--- config.mk ---
export PLATFORM = sky130hd
export DESIGN_NAME = fifo_ctrl
export DESIGN_NICKNAME = d
export VERILOG_FILES = /design/src/rtl/fifo_ctrl.sv
export SDC_FILE = /design/constraint.sdc
export NUM_CORES = 1
export LEC_CHECK = 0
export ABC_AREA = 1
export BUFFER_PORTS_ARGS = -buffer_cell sky130_fd_sc_hd__buf_4
export CAP_MARGIN = 20
export CELL_PAD_IN_SITES_DETAIL_PLACEMENT = 0
export CELL_PAD_IN_SITES_GLOBAL_PLACEMENT = 1
export CORE_AREA = 3 3 52 54
export CTS_BUF_LIST = sky130_fd_sc_hd__clkbuf_16
export DETAILED_ROUTE_END_ITERATION = 16
export DIE_AREA = 0 0 55 57
export HOLD_SLACK_MARGIN = 0.08
export PLACE_DENSITY_LB_ADDON = 0.2
export SLEW_MARGIN = 10
export SYNTH_ARGS = -nofsm -noshare
export SYNTH_HDL_FRONTEND = slang
export SYNTH_SLANG_ARGS = --single-unit
--- constraint.sdc ---
create_clock -name clk -period 1.79 [get_ports clk]
set_input_delay 0 -clock clk [delete_from_list [all_inputs] [get_ports clk]]
set_output_delay 0 -clock clk [all_outputs]
set_load 0.01 [all_outputs]
--- src/rtl/fifo_ctrl.sv ---
// fifo_ctrl: control stage for an 8-entry x 4-bit FIFO.
// It arbitrates write and read requests and keeps the write pointer, read
// pointer and occupancy count. It drives the storage bank strobes and
// addresses, and it produces the registered ack/error handshake status.
// Optional feature macro: FIFO_ALMOST_FLAGS_EN adds the almost_full and
// almost_empty outputs.
module fifo_ctrl (
  input  logic       clk,
  input  logic       reset_n,
  input  logic       wr_en,
  input  logic       rd_en,
  output logic       we,
  output logic       re,
  output logic [2:0] wr_addr,
  output logic [2:0] rd_addr,
  output logic       full,
  output logic       empty,
  output logic [3:0] data_count,
  output logic       wr_ack,
  output logic       wr_err,
  output logic       rd_ack,
  output logic       rd_err
`ifdef FIFO_ALMOST_FLAGS_EN
  ,
  output logic       almost_full,
  output logic       almost_empty
`endif
);

  typedef enum logic [2:0] {
    INIT     = 3'd0,
    NO_OP    = 3'd1,
    WRITE    = 3'd2,
    WR_ERROR = 3'd3,
    READ     = 3'd4,
    RD_ERROR = 3'd5
  } state_t;

  state_t     state_reg;
  logic [2:0] wr_ptr_reg;
  logic [2:0] rd_ptr_reg;
  logic [3:0] count_reg;
  logic       wr_only;
  logic       rd_only;

  // A simultaneous write and read request is a defined no-op.
  // Only a request from exactly one side is acted on.
  assign wr_only = wr_en & ~rd_en;
  assign rd_only = rd_en & ~wr_en;

  assign full  = (count_reg == 4'd8);
  assign empty = (count_reg == 4'd0);

  // The strobes are also gated by reset_n.
  // This keeps the storage bank quiet while reset is held, even if a
  // request is already present.
  assign we = reset_n & wr_only & ~full;
  assign re = reset_n & rd_only & ~empty;

  assign wr_addr    = wr_ptr_reg;
  assign rd_addr    = rd_ptr_reg;
  assign data_count = count_reg;

  // Handshake status is decoded from the state register alone.
  // Each pulse therefore lasts exactly one cycle per request.
  assign wr_ack = (state_reg == WRITE);
  assign wr_err = (state_reg == WR_ERROR);
  assign rd_ack = (state_reg == READ);
  assign rd_err = (state_reg == RD_ERROR);

`ifdef FIFO_ALMOST_FLAGS_EN
  assign almost_full  = (count_reg >= 4'd7);
  assign almost_empty = (count_reg <= 4'd1);
`endif

  // Request FSM: the same next-state decode applies from every state.
  always_ff @(posedge clk or negedge reset_n) begin
    if (!reset_n) begin
      state_reg <= INIT;
    end else if (wr_only) begin
      state_reg <= full ? WR_ERROR : WRITE;
    end else if (rd_only) begin
      state_reg <= empty ? RD_ERROR : READ;
    end else begin
      state_reg <= NO_OP;
    end
  end

  // Pointers and occupancy advance only on accepted strobes.
  // The 3-bit pointers wrap from 7 to 0 naturally.
  always_ff @(posedge clk or negedge reset_n) begin
    if (!reset_n) begin
      wr_ptr_reg <= 3'd0;
      rd_ptr_reg <= 3'd0;
      count_reg  <= 4'd0;
    end else begin
      if (we) begin
        wr_ptr_reg <= wr_ptr_reg + 3'd1;
      end
      if (re) begin
        rd_ptr_reg <= rd_ptr_reg + 3'd1;
      end
      if (we) begin
        count_reg <= count_reg + 4'd1;
      end else if (re) begin
        count_reg <= count_reg - 4'd1;
      end
    end
  end

endmodule

# After elaboration in Yosys (flattened, before gate mapping)
# Index checks and enable logic that the tools add are counted.
# W data, S select, Z words.
[classes] n_addsub=4 n_eq_ne=5 n_mux=6 bitwise_logic=10 reduce_logical=2
[op_table] operator="$mux W4" count=2
[op_table] operator="$add A3 B1 Y3 const B" count=2
[op_table] operator="$and A1 B1 Y1" count=6
[op_table] operator="$eq A3 B2 Y1 const B" count=2
[op_table] operator="$eq A3 B3 Y1 const B" count=2
[op_table] operator="$mux W3" count=2
[op_table] operator="$add A4 B1 Y4 const B" count=1
[op_table] operator="$eq A4 B4 Y1 const B" count=1
[op_table] operator="$logic_not A4 Y1" count=1
[op_table] operator="$not A1 Y1" count=4
[op_table] operator="$sub A4 B1 Y4 const B" count=1
[op_table] operator="$mux W1" count=2
[op_table] operator="$reduce_bool A2 Y1" count=1
[word_totals] ff_bits=13 input_bits=4 wordCells=31

# Longest topological paths before layout
[depth] depth_word=6 mapped_depth=12 mapped_depth_nobuf=12

# Worst setup path before layout
# Ideal clock, no wire load.
[synth_timing] path_kind="reg-to-reg" from="register count_reg[1] (netlist: data_count[1])" to="register count_reg[3] (netlist: data_count[3])" arrival_ns=1.666 slack_ns=0.008 path_stages_with_launch=10 n_path_buf=0 path_cell_list="dfrtp_1 > nor2_2 > nand2_2 > nand2_4 > ha_1 > or2_2 > nand2_1 > nand3_2 > nand3_1 > nand2_1"
[synth_via] elab_chain_cells=4 elab_cells_between_ends=11
[synth_rtl] element="start: declaration" line="42" text="logic [3:0] count_reg;"
[synth_rtl] element="start signal: assignment" line="104" text="count_reg <= count_reg + 4'd1;"
[synth_rtl] element="start signal: assignment" line="106" text="count_reg <= count_reg - 4'd1;"
[synth_rtl] element="parallel branches: the longest is 4 deep, another holds $sub A4 B1 Y4"
# Parallel ways; which one is timed is not known. The select of a mux whose other input is x is not followed.
# A chain may end at the register's enable or synchronous reset.

# Worst setup path after layout
[layout_timing] from="register count_reg[3] (netlist: data_count[3])" to="register count_reg[3] (netlist: data_count[3])"
# Same word-level chain as after synthesis.

==> metrics.yaml <==
via_per_inst: 4.17
fin_ws_ns: 0.118
io_buffer_count: 21
start_kind: "flip-flop"
r2r_setup_slack_ns: 0.12
holdCritStartpoint: "rd_en"
die_y_um: 57
core_mm2: 0.00225
cts.sinks: 13
hold_class: "in -> reg"
tightestPinTransition_ns: 0.281
r2r-start: "data_count[3]"
wl_per_cell_um: 10.6
drt_iter0_markers: 6
gp_congestion: 0.721
die_w_um: 55
whs_ns: 0.147
synth.avg_cell_area_um2: 9.09
setup_viol: 0
syn_to_final_growth_pct: 54.2
drc: 0
ir_worst_vdd_mv: 0.847
synth_seq_area_share: 0.453
netlist_instances: 79
crit_chain: "inv_1 -> nor2_1 -> nand2_2 -> nand2_4 -> ha_4 -> or2_2 -> nand2_2 -> nand3_2 -> nand3_2 -> nand2_1"
fin_crit_ns: 1.67
clkLatencyLatePin_ns: 0.24
grt_use_total: 0.118
totalWireLength_mm: 1.52
arrival_ns: 1.80
cp_slowest_stage_delay_ns: 0.39
nets: 125
grt_max_degree: 16
yosys_warnings: 0
skew_ns: 0.00295
finalSetupTns_ns: 0
required_ns: 1.92
ios: 22
start_util: 0.319
nFillCells: 225
r2r_end: "data_count[3]"
syn_nets: 88
place_area_um2: 956
multi_input_area_um2: 373
critical_path.slowest_cell: "dfrtp_1"
cts_buffers: 3
worstSetupStartpoint: "data_count[3]"
netlist_area_um2: 718
cts-root-buf: "clkbuf_16"
drv_cap: 0
gr-total-overflow: 0
crit_type: "reg -> reg"
cts-htree-levels: 1
ys_types: 21
end_kind: "flip-flop"
cp_max_fo: 4
cts_tree: "yes"
reg2regPathDepth: 10
status: "completed"
grt_pass1_wl_mm: 2.64
path_clk_slew_ns: 0.04
p_per_area_mw_per_mm2: 1570
die-area_mm2: 0.00314
first_pass_iters: 4
n_antenna_cell: 0
antenna_left: 0
synth_top_area_cell: "dfrtp_1"
hold_viol_final: 0
min_to: "state_reg[0]"
fmax_mhz: 598
clockBufferDepth: 2
synth-seq-cells: 13
period_share: 0.934
yosys.area.top_type_share: 0.453
largest_reg_flops: 4
final_area_mm2: 0.00111
regArea_um2: 325
drive_gt1_frac: 0.409
leakagePower_uw: 0.000585
dr_total_vias: 597
max_slew_margin: 0.813
grt_pass1_vias: 616
placement_rows: 17
maxSlewViolCount: 0
preCtsSetupSlack_ns: 0.0952
antenna_found_initial: 0
hpwl_mm: 1.12
synthTopCellsByArea: "dfrtp_1 (45%), nand2_1 (8.9%), ha_1 (7.0%)"
hold_depth: 5
-- report_power, final --
group	switching, uW	internal [uW]
clock network	116	294
registers	99.9	416
logic	385	425
-- per-layer routing --
| metal | share of wire | vias up | track usage |
|---|---|---|---|
| met5 | 0 | - | 0 |
| met4 | 0.013 | 0 | 0.0417 |
| met3 | 0.072 | 4 | 0.0496 |
| met2 | 0.47 | 19 | 0.182 |
| met1 | 0.44 | 257 | 0.144 |
| li1 | - | 317 | - |
-- critical path, delay by kind of cell (launching register included) --
kind,cells,cell delay (ns)
DFF,1,0.39
adders and majority gates,1,0.21
buffers and inverters,1,0.08
and+or+nand+nor,8,0.87
-- Yosys cell counts (all sizes together) --
cell type,number
o21ai,1
fa,1
xnor2,5
nand2,22
nand3,5
nor3,4
nor2,7
ha,4
a21oi,2
dfrtp,13
or2,1
inv,12
nand4,1
xor2,1
-- cell usage in the layout, fill, tap and decap left out, types with 2 or more instances in the layout --
cell,count
nand2_4,2
inv_1,12
nand3_1,2
clkbuf_16,3
ha_1,3
nand3_2,3
buf_4,28
nor3_1,4
nor2_2,2
dfrtp_1,13
xnor2_1,5
nor2_1,4
nand2_1,16
nand2_2,4
dlygate4sd3_1,4
-- stage by stage --
stage,util,power [uW],instances
floorplan,-,926,79
global placement,0.424,1290,134
detailed placement,0.424,1290,134
CTS,0.477,1720,142
global route,0.491,1900,143
finish,0.491,1740,143
-- logic make-up (layout without fill, tap and decap cells) --
group,Yosys count,in the layout,synth area share
adders and majority gates,5,5,0.0976
DFF,13,13,0.453
xor gates and xnor gates,6,6,0.0732
and+or+nand+nor,40,40,0.287
buffers and inverters,12,48,0.0627
AOI/OAI and AO/OA,3,3,0.0261
-- how the worst max path moves through the flow --
stage / to / slack (ns)
2_1_floorplan: data_count[3] / 0.008
3_3_place_gp: data_count[3] / 0.12
3_5_place_dp: data_count[3] / 0.1
4_1_cts: data_count[3] / 0.08
5_1_grt: data_count[3] / -0.01
6_report: data_count[3] / 0.12
-- layout make-up --
| cell class | instances | share of cell area |
|---|---|---|
| clock buffer | 3 | 0.0678 |
| clock inverter | 1 | 0.00339 |
| inverter | 12 | 0.0407 |
| multi-input combinational | 54 | 0.337 |
| sequential | 13 | 0.294 |
| tap | 28 | 0.0316 |
| timing repair buffer | 32 | 0.226 |
-- what timing repair did --
action,CTS,global route
endpoints found under the hold margin,15,0
hold buffers,4,0
resized for setup,0,4
buffers inserted,0,1
setup endpoints to repair,0,1
No activity file was read; power rests on OpenSTA's default activity.
